==> config.mk <==
export PLATFORM = sky130hd
export DESIGN_NAME = approx_mul_seq
export DESIGN_NICKNAME = d
export VERILOG_FILES = /design/src/rtl/approx_mul_seq_pkg.sv /design/src/rtl/approx_mul_seq_pp_term.sv /design/src/rtl/approx_mul_seq.sv
export SDC_FILE = /design/constraint.sdc
export NUM_CORES = 1
export LEC_CHECK = 0
export CAP_MARGIN = 0
export CORE_MARGIN = 1
export CORE_UTILIZATION = 39
export CTS_CLUSTER_SIZE = 8
export DETAILED_ROUTE_END_ITERATION = 6
export PLACE_DENSITY = 0.59
export SLEW_MARGIN = 5
export SYNTH_ARGS = -nofsm -noshare
export SYNTH_HDL_FRONTEND = slang
export SYNTH_SLANG_ARGS = --single-unit
==> constraint.sdc <==
create_clock -name clk -period 8.1 [get_ports clk]
set_input_delay 1.62 -clock clk [delete_from_list [all_inputs] [get_ports clk]]
set_output_delay 1.62 -clock clk [all_outputs]
set_load 0.005 [all_outputs]
==> src/rtl/approx_mul_seq_pkg.sv <==
// Shared types and helpers for the sequential approximate shift-add multiplier.
package approx_mul_seq_pkg;

  typedef enum logic [1:0] {
    IDLE,
    RUN,
    DONE
  } state_t;

  // Partial product for step idx: A shifted by idx when the multiplier bit is set,
  // with the low trunc columns cleared in approximate mode. Caller narrows the result.
  function automatic logic [63:0] masked_term(
    input logic [31:0] a,
    input logic        b_bit,
    input logic [31:0] idx,
    input logic        approx,
    input logic [31:0] trunc
  );
    logic [63:0] term;
    logic [63:0] mask;
    term = b_bit ? ({32'd0, a} << idx) : '0;
    mask = approx ? ((64'd1 << trunc) - 64'd1) : '0;
    return term & ~mask;
  endfunction

endpackage

==> src/rtl/approx_mul_seq_pp_term.sv <==
// Combinational masked partial-product generator for one shift-add step.
module approx_pp_term
  import approx_mul_seq_pkg::*;
#(
  parameter int WIDTH = 8,
  parameter int TRUNC = 4,
  parameter int CW    = $clog2(WIDTH)
) (
  input  logic [WIDTH-1:0]   a,
  input  logic               b_bit,
  input  logic [CW-1:0]      idx,
  input  logic               approx_en,
  output logic [2*WIDTH-1:0] term
);

  always_comb begin
    term = (2*WIDTH)'(masked_term(32'(a), b_bit, 32'(idx), approx_en, 32'(TRUNC)));
  end

endmodule

==> src/rtl/approx_mul_seq.sv <==
// Sequential shift-add multiplier, one partial product per cycle, with optional
// truncation of the low product columns. Valid/ready handshake on both sides.
module approx_mul_seq
  import approx_mul_seq_pkg::*;
#(
  parameter int WIDTH = 8,
  parameter int TRUNC = 4
) (
  input  logic                 clk,
  input  logic                 rst,
  input  logic [WIDTH-1:0]     A,
  input  logic [WIDTH-1:0]     B,
  input  logic                 approx_en,
  input  logic                 in_valid,
  output logic                 in_ready,
  output logic [2*WIDTH-1:0]   O,
  output logic                 out_valid,
  input  logic                 out_ready
);

  localparam int CW = $clog2(WIDTH);
  localparam logic [CW-1:0] LAST = CW'(WIDTH - 1);

  state_t               state_q, state_d;
  logic [WIDTH-1:0]     a_q, b_q;
  logic                 apx_q;
  logic [2*WIDTH-1:0]   acc_q;
  logic [CW-1:0]        cnt_q;
  logic [2*WIDTH-1:0]   term;

  approx_pp_term #(
    .WIDTH (WIDTH),
    .TRUNC (TRUNC),
    .CW    (CW)
  ) u_pp (
    .a         (a_q),
    .b_bit     (b_q[cnt_q]),
    .idx       (cnt_q),
    .approx_en (apx_q),
    .term      (term)
  );

  always_comb begin
    state_d   = state_q;
    in_ready  = 1'b0;
    out_valid = 1'b0;
    case (state_q)
      IDLE: begin
        in_ready = 1'b1;
        if (in_valid) state_d = RUN;
      end
      RUN: begin
        if (cnt_q == LAST) state_d = DONE;
      end
      DONE: begin
        out_valid = 1'b1;
        if (out_ready) state_d = IDLE;
      end
      default: state_d = IDLE;
    endcase
  end

  always_ff @(posedge clk) begin
    if (rst) begin
      state_q <= IDLE;
      a_q     <= '0;
      b_q     <= '0;
      apx_q   <= 1'b0;
      acc_q   <= '0;
      cnt_q   <= '0;
    end else begin
      state_q <= state_d;
      case (state_q)
        IDLE: begin
          if (in_valid) begin
            a_q   <= A;
            b_q   <= B;
            apx_q <= approx_en;
            acc_q <= '0;
            cnt_q <= '0;
          end
        end
        RUN: begin
          acc_q <= acc_q + term;
          // Counter parks at zero after the last step so non-power-of-two widths stay in range.
          cnt_q <= (cnt_q == LAST) ? '0 : cnt_q + 1'b1;
        end
        default: ;
      endcase
    end
  end

  assign O = acc_q;

endmodule

Word level (Yosys, flattened, before mapping)
Cells that the tools add are included.
{ "word_totals": {"reg_bits": 38, "in_bits": 21} }
{ "op_classes": {"n_addsub": 2, "n_lt_le_gt_ge": 1, "eq_ne": 6, "shift": 1, "n_mux": 15, "n_bitwise": 2, "n_reduce_logical": 5} }
{ "ops": {"columns": ["cell", "count"], "rows": [
  ["$mux W16", 2],
  ["$pmux W16 S2", 1],
  ["$add A16 B16 Y16", 1],
  ["$and A16 B16 Y16", 1],
  ["$not A16 Y16", 1],
  ["$shl A8 B3 Y16", 1],
  ["$mux W2", 3],
  ["$mux W3", 2],
  ["$ne A2 B2 Y1 const B", 3],
  ["$pmux W2 S3", 1],
  ["$pmux W3 S2", 1],
  ["$lt A3 B4 Y1 const B", 1],
  ["$mux W4", 1],
  ["$reduce_and A2 Y1", 2],
  ["$add A3 B1 Y3 const B", 1],
  ["$bmux W1 S3", 1],
  ["$eq A3 B3 Y1 const B", 1],
  ["$mux W1", 3],
  ["$reduce_and A3 Y1", 1],
  ["$eq A2 B1 Y1 const B", 1],
  ["$eq A2 B2 Y1 const B", 1],
  ["$logic_not A2 Y1", 1],
  ["$reduce_bool A2 Y1", 1]
]} }

Logic depth before layout (Yosys ltp)
Gate-level depths: netlist of run 1.
{ "logic_depth": {"word_depth": 6, "depth_mapped": 15} }

Hierarchy
From an unflattened synthesis of run 1, not the netlist that was laid out.
{ "hier_totals": {"hier_cells": 318, "area_unflattened_um2": 2575.0} }
{ "modules_own_cells": {"columns": ["module", "n_inst", "cells_each", "area_each_um2"], "rows": [
  ["approx_mul_seq", 1, 260, 2178.3],
  ["approx_pp_term", 1, 58, 396.6]
]} }

Worst setup path after synthesis of run 1
OpenSTA, ideal clock, no wires.
{ "synth_timing": {"path_kind": "register to register", "startpoint": "reg cnt_q[0]", "endpoint": "reg acc_q[12], in the netlist O[12]", "t_arrival_ns": 3.179, "required_time_ns": 7.981, "slack_ns": 4.802, "stages_incl_launch_ff": 14, "n_path_buf": 1, "period_less_slack_ns": 3.298, "cell_sequence": "dfxtp_1 buf_2 mux4_2 and2_1 nand2b_1 nor4b_1 ha_1 fa_1 a211o_1 a21o_1 a221o_1 a211oi_2 xor2_1 o21ai_1"} }
{ "synth_between": {"elab_chain_cells": 6, "word_cells_on_any_way": 7} }
{ "synth_rtl": {"columns": ["element", "line", "text"], "rows": [
  ["from (decl)", "approx_mul_seq.sv:28", "logic [CW-1:0] cnt_q;"],
  ["from (signal assigned)", "approx_mul_seq.sv:86", "cnt_q <= (cnt_q == LAST) ? '0 : cnt_q + 1'b1;"],
  ["$bmux W1 S3", "approx_mul_seq.sv:37", ".b_bit (b_q[cnt_q]),"],
  ["$mux W1 (implied by the code)", "approx_mul_seq.sv:37", null],
  ["$mux W16 *", "approx_mul_seq_pkg.sv:21", "term = b_bit ? ({32'd0, a} << idx) : '0;"],
  ["$and A16 B16 Y16 *", "approx_mul_seq_pkg.sv:23", "return term & ~mask;"],
  ["$add A16 B16 Y16 *", "approx_mul_seq.sv:84", "acc_q <= acc_q + term;"],
  ["$pmux W16 S2 *", "approx_mul_seq.sv:73", "case (state_q)"],
  ["to (signal assigned)", "approx_mul_seq.sv:84", null],
  ["to (decl)", "approx_mul_seq.sv:27", "logic [2*WIDTH-1:0] acc_q;"]
]} }
Mark *: on every way between the ends. The rest lies on a longest branch, timed or not. The select of a mux whose other input is x is not followed.
A chain may end at the register's enable or synchronous reset.

Worst setup path after layout of run 1
Same ends and word-level chain as after synthesis.

==> results of run 1 <==
==> worst register-to-register path, delay by kind of cell, from the launching register on <==
family,cells,cell delay (ns)
AND/OR/NAND/NOR,3,0.40
AO/OA/AOI/OAI,5,1.15
flip-flops,1,0.73
XOR/XNOR,1,0.17
multiplexers,1,0.57
adder cells (fa/ha/maj),2,0.69
==> kinds of logic after synthesis <==
logic type | synth area share (%)
muxes | 5.65
adders and majority gates | 9.38
AOI/OAI and AO/OA | 22.1
xor gates and xnor gates | 2.83
and+or+nand+nor | 25.6
DFF | 30.7
buffers and inverters | 3.68
==> routing by layer <==
layer  vias up  part of all wire, %
li1       1214                    -
met3         9                  2.5
met4         0                  1.0
met5         -                    0
met1      1081                   50
met2        40                   46
==> through the flow <==
stage	utilization, %	setup WS (ns)	area [um2]	hold slack (ns)
6_report	50.3	4.29	3030	0.461
2_1_floorplan	-	4.80	2480	0.431
3_3_place_gp	48.0	4.38	2890	0.451
3_5_place_dp	48.0	4.30	2890	0.447
5_1_grt	50.3	4.06	3030	0.486
4_1_cts	50.3	4.28	3030	0.459
==> sequential cells by signal (all words and copies together) (netlist names) <==
signal,cells
O,16
a_q,8
apx_q,1
b_q,8
cnt_q,3
state_q,2
==> synthesized netlist by cell type, types with 2 or more instances <==
cell type  count  area [um2]
ha_1          17         213
nor2b_1        3        18.8
dfxtp_1       38         761
a21oi_1       41         205
a21o_1         6        45.0
or3_1          3        18.8
nand4b_1       2        17.5
nand4_1        3        18.8
nor2_1        33         124
o21ai_0       10        50.1
mux2i_1        5        50.1
nor3_1         6        30.0
a211oi_1       6        45.0
o21bai_1       2        15.0
nand2b_1       3        18.8
inv_1          6        22.5
nand3_1       11        55.1
o211ai_1       3        22.5
a31oi_1        5        31.3
clkbuf_1      11        41.3
xor2_1         5        43.8
and2_1         3        18.8
xnor2_1        3        26.3
and3_1         3        18.8
nand2_1       60         225
mux4_2         2        45.0
nand2_2        2        12.5
o21a_1         2        15.0
mux2_2         3        33.8
buf_2          2        10.0
o21ai_1        4        20.0
==> power groups by stage <==
stage / Clock, mW / Combinational, mW / Sequential (mW)
5_1_grt: 0.213 / 0.0611 / 0.202
6_report: 0.199 / 0.0545 / 0.201
3_5_place_dp: 0 / 0.0545 / 0.205
2_1_floorplan: 0 / 0.0382 / 0.201
4_1_cts: 0.204 / 0.0549 / 0.201
3_3_place_gp: 0 / 0.0542 / 0.205
==> path summary, 6_finish.rpt <==
check        startpoint     end  slack (ns)
max            cnt_q[0]   O[12]        4.29
min              b_q[4]  b_q[4]        0.46
max reg2reg    cnt_q[0]   O[12]        4.29
min reg2reg      b_q[4]  b_q[4]        0.46
==> final cells by class <==
class	instances	area [um2]
inverters	6	22.5
well taps	75	93.8
fillers	632	3000
multi-input cells	265	1630
clock inverters	3	68.8
repair buffers	39	388
clock buffers	5	68.8
flip-flops and latches	38	761
==> impl_metrics.tcl, run 1 <==
set metrics [dict create \
    cts.path.max_buffers 2 \
    final_nets 394 \
    min-delay-path-class "reg2reg" \
    grt-ovfl-total 0 \
    dp.cells 423 \
    fp.dieH_um 81.7 \
    worstMarginPinSlew_ns 0.959 \
    switching_share_pct 25.0 \
    synth_seq_cells 38 \
    fmax_mhz 262 \
    use_met2_pct 31.9 \
    globalRouteTotalUtil_pct 19.5 \
    setup_tns_ns 0 \
    yosysWarnings 0 \
    critPathTopFamily "compound AO/OA/AOI/OAI gates" \
    internal_power_mw 0.341 \
    crit_cells 12 \
    power_frac_seq_pct 44.1 \
    drt_wl_total_um 6090 \
    required_ns 8.29 \
    antenna_found_initial 0 \
    gp_congestion 0.850 \
    vias 2344 \
    core_um2 6030 \
    insertion_delay_ns 0.30 \
    finalMaxSlewViolations 0 \
    fin_crit_sh_pct 47.1 \
    globalRouteMet3Util_pct 3.00 \
    clkTransAtPathRegs_ns 0.08 \
    synth_ff_type "dfxtp_1" \
    numCtsBuffers 5 \
    chipWidth_um 81.7 \
    ys_types 52 \
    ctsHoldBuffers 0 \
    top_usage_layer "met2" \
    path_class "reg2reg" \
    hold_path_depth 2 \
    drcViolationCount 0 \
    final_layout_size_suffix_gt1_share_pct 6.74 \
    most-common-layout-cells "nand2_1 (60), a21oi_1 (41), dfxtp_1 (38), clkdlybuf4s50_1 (38), nor2_1 (33)" \
    rsz0062_at_grt "no" \
    arrival_ns 4.01 \
    grt_max_degree 38 \
    diodes 0 \
    cp_slowest_cell "dfxtp_1" \
    p_sw_mw 0.114 \
    critPathMaxStageDelay_ns 0.73 \
    cts.sinks 38 \
    io_buffers 38 \
    grtUsageMet1_pct 26.6 \
    hold_viol_final 0 \
    cts_tree "done" \
    syn_nets 363 \
    grt_pass1_vias 2088 \
    maxCapViolations 0 \
    ant_nets 0 \
    vias_per_cell 5.44 \
    synthCells 324 \
    slew_headroom_pct 35.9 \
    pwr-share-comb_pct 12.0 \
    synthArstFlopShare_pct 0 \
    ios 39 \
    cp-start-kind "flip-flop" \
    postCtsSetupBuffers 0 \
    wl_per_cell_um 14.1 \
    dieArea_um2 6680 \
    power_mw 0.455 \
    drt_first_pass_iters 4 \
    ys_seq_area_share_pct 30.7 \
    power_density_nw_per_um2 150 \
    ctsResizeCount 0 \
    setup_viol 0 \
    root_buffer "clkbuf_8" \
    cp_cell_sequence "mux4_2 -> and2_1 -> nand2b_1 -> nor4b_1 -> ha_1 -> fa_1 -> a211o_1 -> a21o_1 -> a221o_1 -> a211oi_2 -> xor2_1 -> o21ai_1" \
    h-tree-depth 2 \
    fin_cells 431 \
    syn_area_per_cell_um2 7.65 \
    outcome "complete, no violations" \
    endpoint_kind "flip-flop" \
    leakagePower_nw 1.18 \
    syn_area_um2 2480 \
    mostFrequentLayoutCell "nand2_1" \
    hpwlAfterDp_um 4420 \
    crit_buf_inv 0 \
    area_delta_synth_final_pct 22.2 \
    drt_iter0_markers 112 \
    start_util_pct 41.2 \
    clkPwrFrac_pct 43.9 \
    reg2reg_depth 12 \
    synth_edf_count 0 \
    crit_fanout 19 \
    ir_drop_mv 0.0751 \
    rows 28 \
    grt_pass1_wl_um 10100 \
    min_period_ns 3.81 \
    skew_ns 0.00605 \
]
No activity file was read; power rests on OpenSTA's default activity.
==> inputs of run 2 (changes only) <==
Clock period 8.1 ns to 3.8 ns, I/O delays scaled along.
==> run 2 against run 1 <==
Via count shrank 0.68%. Combinational power up 130%. Register-to-register slack got worse by 3.9 ns. Total power up 110%. Maximum frequency grew 10%. Die area unchanged. Sequential power up 110%. Critical path depth fell by 1. Clock power increased by 110%. Global-route usage up 0.65 points.
==> impl_metrics.tcl, run 2 (synthesis results as in run 1) <==
set metrics [dict create \
    drcViolationCount 0 \
    vias 2328 \
    most-common-layout-cells "nand2_1 (60), a21oi_1 (41), dfxtp_1 (38), clkdlybuf4s50_1 (38), nor2_1 (33)" \
    ant_nets 0 \
    grt_max_degree 29 \
    multi_input_area_um2 1630 \
    power_density_nw_per_um2 318 \
    hold_viol_final 0 \
    rows 28 \
    critPathTopFamily "simple AND/OR/NAND/NOR gates" \
    dieArea_um2 6680 \
    skew_ns 0.00432 \
    fin_crit_sh_pct 91.1 \
    grt-ovfl-total 0 \
    area_delta_synth_final_pct 22.8 \
    vias_per_cell 5.38 \
    ios 39 \
    worstMarginPinSlew_ns 0.963 \
    hold_ws_ns 0.462 \
    core_um2 6030 \
    largest_register_ffs 16 \
    required_ns 3.98 \
    path_class "reg2reg" \
    crit_fanout 12 \
    critPathMaxStageDelay_ns 0.60 \
    fmax_mhz 289 \
    globalRouteTotalUtil_pct 20.1 \
    h-tree-depth 2 \
    endpoint_kind "flip-flop" \
    power_mw 0.967 \
    final_nets 396 \
    root_buffer "clkbuf_8" \
    setup_tns_ns 0 \
    slew_headroom_pct 35.7 \
    antenna_found_initial 0 \
    n_fill_cell 630 \
    cts.path.max_buffers 2 \
    cp_slowest_cell "dfxtp_1" \
    ctsResizeCount 0 \
    cts.sinks 38 \
    grt_pass1_wl_um 10300 \
    cp_cell_sequence "buf_4 -> mux4_2 -> a21oi_2 -> a211oi_1 -> ha_1 -> nand2_2 -> nor3_1 -> nand3_1 -> and3_1 -> o32ai_2 -> mux2_1" \
    diodes 0 \
    chipWidth_um 81.7 \
    wl_per_cell_um 14.0 \
    start_util_pct 41.2 \
    regArea_um2 761 \
    mostFrequentLayoutCell "nand2_1" \
    drt_wl_total_um 6060 \
    crit_buf_inv 1 \
    min-delay-path-class "reg2reg" \
    ir_drop_mv 0.235 \
    grt_pass1_vias 2169 \
    final_layout_size_suffix_gt1_share_pct 7.26 \
    maxCapViolations 0 \
    arrival_ns 3.64 \
    rsz0062_at_grt "no" \
    finalMaxSlewViolations 0 \
    drt_iter0_markers 117 \
    fin_util_pct 50.5 \
    fp.dieH_um 81.7 \
    insertion_delay_ns 0.29 \
    io_buffers 38 \
    postCtsSetupBuffers 0 \
    clkTransAtPathRegs_ns 0.08 \
    ctsHoldBuffers 0 \
    cts_tree "done" \
    outcome "complete, no violations" \
    numCtsBuffers 5 \
    min_period_ns 3.46 \
    gp_congestion 0.847 \
    cp-start-kind "flip-flop" \
    drt_first_pass_iters 4 \
    hpwlAfterDp_um 4460 \
    leakagePower_nw 1.19 \
    setup_viol 0 \
]
-- run 2: report_power, final --
part           switching [mW]  leakage [nW]  total (mW)  internal (mW)
Clock                   0.158        0.0683       0.422          0.263
Combinational          0.0696         0.817       0.123         0.0532
Sequential             0.0112         0.309       0.423          0.412
-- run 2: worst paths after layout --
check / start / end / slack, ns / cells after the start
worst min register to register: b_q[6] / b_q[6] / 0.46 / 2
worst min-delay path: b_q[6] / b_q[6] / 0.46 / 2
worst max register to register: cnt_q[1] / O[15] / 0.34 / 11
worst max-delay path: cnt_q[1] / O[15] / 0.34 / 11
-- run 2: stage by stage --
step / std cells / cell area (um2) / worst slack (ns)
after floorplan: 324 / 2480 / 0.502
after global placement: 425 / 2910 / 0.401
after detailed placement: 425 / 2910 / 0.371
after CTS: 433 / 3050 / 0.351
after global routing: 433 / 3050 / 0.0620
final: 433 / 3050 / 0.340
-- run 2: layout make-up --
class                   count  area share [%]
flip-flops and latches     38            25.0
multi-input cells         265            53.5
clock buffers               5            2.26
inverters                   6           0.740
clock inverters             3            2.26
well taps                  75            3.08
repair buffers             41            13.2
-- run 2: worst register-to-register path, cell delays in order (launching register included) --
cell and delay (ns):
dfxtp_1 0.60, buf_4 0.24, mux4_2 0.35, a21oi_2 0.30, a211oi_1 0.10, ha_1 0.38
nand2_2 0.11, nor3_1 0.25, nand3_1 0.16, and3_1 0.25, o32ai_2 0.27, mux2_1 0.34
-- run 2: per-layer routing --
layer	part of all wire, %	track usage [%]
met1	50	27.3
met2	45	32.6
met3	3.8	3.33
met4	1.2	5.79
met5	0	0
==> inputs of run 3 (changes only) <==
Settings changed: RECOVER_POWER from default to 25.
==> run 3 against run 2 <==
Global-route usage stayed put. Sequential power hardly changed. Die area stayed put. Non-clock buffer count stayed put. First-iteration DRC count is 6.8% lower. Wire length is 0.49% lower. Sequential share of layout area hardly changed. Combinational power hardly changed. Register-to-register slack hardly changed. Cell area is 0.12% lower. Critical endpoint unchanged.
==> impl_metrics.tcl, run 3 (synthesis results as in run 1) <==
set metrics [dict create \
    dp.cells 425 \
    postCtsSetupBuffers 0 \
    drcViolationCount 0 \
    rows 28 \
    clkTransAtPathRegs_ns 0.08 \
    endpoint_kind "flip-flop" \
    hpwlAfterDp_um 4460 \
    hold_ws_ns 0.462 \
    most-common-layout-cells "nand2_1 (60), a21oi_1 (41), dfxtp_1 (38), nor2_1 (33), clkdlybuf4s50_1 (25)" \
    final_layout_size_suffix_gt1_share_pct 6.98 \
    outcome "complete, no violations" \
    grt_max_degree 29 \
    rsz0062_at_grt "no" \
    power_frac_seq_pct 43.8 \
    globalRouteTotalUtil_pct 20.1 \
    chipWidth_um 81.7 \
    wl_per_cell_um 13.9 \
    maxCapViolations 0 \
    fin_cells 433 \
    n_fill_cell 630 \
    ctsHoldBuffers 0 \
    arrival_ns 3.64 \
    fmax_mhz 289 \
    dieArea_um2 6680 \
    cts_tree "done" \
    leakagePower_nw 1.23 \
    hold_viol_final 0 \
    final_nets 396 \
    regArea_um2 761 \
    drt_iter0_markers 109 \
    diodes 0 \
    vias 2338 \
    cts.sinks 38 \
    cts.path.max_buffers 2 \
    slew_headroom_pct 24.7 \
    core_um2 6030 \
    required_ns 3.98 \
    finalMaxSlewViolations 0 \
    vias_per_cell 5.40 \
    crit_fanout 12 \
    drt_wl_total_um 6030 \
    h-tree-depth 2 \
    ant_nets 0 \
    min-delay-path-class "reg2reg" \
    cp-start-kind "flip-flop" \
    io_buffers 38 \
    fp.dieH_um 81.7 \
    gp_congestion 0.847 \
    numCtsBuffers 5 \
    fin_crit_sh_pct 91.0 \
    grt_pass1_vias 2169 \
    skew_ns 0.00421 \
    power_density_nw_per_um2 317 \
    ios 39 \
    area_delta_synth_final_pct 22.7 \
    internal_power_mw 0.727 \
    setup_viol 0 \
    multi_input_area_um2 1630 \
    switching_share_pct 24.6 \
    start_util_pct 41.2 \
    ir_drop_mv 0.234 \
    pwr-share-comb_pct 12.6 \
    grt_pass1_wl_um 10300 \
    root_buffer "clkbuf_8" \
    antenna_found_initial 0 \
    insertion_delay_ns 0.29 \
    ctsResizeCount 0 \
    worstMarginPinSlew_ns 1.13 \
    drt_first_pass_iters 4 \
    mostFrequentLayoutCell "nand2_1" \
    grt-ovfl-total 0 \
    p_sw_mw 0.237 \
    setup_tns_ns 0 \
    min_period_ns 3.46 \
    path_class "reg2reg" \
    clkPwrFrac_pct 43.6 \
    largest_register_ffs 16 \
]
-- run 3: cell types whose count changed in the layout (fill, tap and decap cells not counted) --
cell | previous run | this run
clkdlybuf4s50_1 | 38 | 25
dlygate4sd3_1 | 0 | 13
buf_4 | 3 | 2
clkbuf_1 | 0 | 1
-- run 3: cell type report --
class,instances,area share (%)
Multi-Input combinational cell,265,53.5
Clock buffer,5,2.26
Sequential cell,38,25.0
Timing Repair Buffer,41,13.1
Inverter,6,0.740
Clock inverter,3,2.26
Tap cell,75,3.09
-- run 3: layer usage --
layer	GRT usage (%)	vias to the layer above	part of all wire [%]
li1	-	1210	-
met1	27.3	1073	48
met2	32.6	48	45
met3	3.33	7	4.9
met4	5.79	0	1.2
met5	0	-	0
-- run 3: worst max-delay path: stages, from the launching register on --
cell and delay (ns):
dfxtp_1 0.60, buf_4 0.24, mux4_2 0.35, a21oi_2 0.30, a211oi_1 0.10, ha_1 0.38
nand2_2 0.11, nor3_1 0.25, nand3_1 0.16, and3_1 0.25, o32ai_2 0.27, mux2_1 0.34
-- run 3: power by group through the flow --
| stage | Clock (mW) | Sequential [mW] | Combinational, mW |
|---|---|---|---|
| floorplan | 0 | 0.428 | 0.0814 |
| global placement | 0 | 0.433 | 0.122 |
| detailed placement | 0 | 0.432 | 0.122 |
| CTS | 0.432 | 0.423 | 0.123 |
| global route | 0.446 | 0.425 | 0.138 |
| finish | 0.420 | 0.423 | 0.122 |
-- run 3: metrics by stage --
stage                     power [mW]  utilization [%]  cell area, um2  worst slack, ns
after floorplan                0.509                -            2480            0.502
after global placement         0.554             48.3            2910            0.401
after detailed placement       0.555             48.3            2910            0.371
after CTS                      0.978             50.5            3050            0.351
after global routing            1.01             50.5            3040           0.0620
final                          0.965             50.5            3040            0.341
-- run 3: path summary, 6_finish.rpt --
| kind | from | end | slack [ns] | cells after the start |
|---|---|---|---|---|
| setup / recovery | cnt_q[1] | O[15] | 0.34 | 11 |
| setup reg to reg | cnt_q[1] | O[15] | 0.34 | 11 |
| hold / removal | b_q[6] | b_q[6] | 0.46 | 2 |
| hold reg to reg | b_q[6] | b_q[6] | 0.46 | 2 |
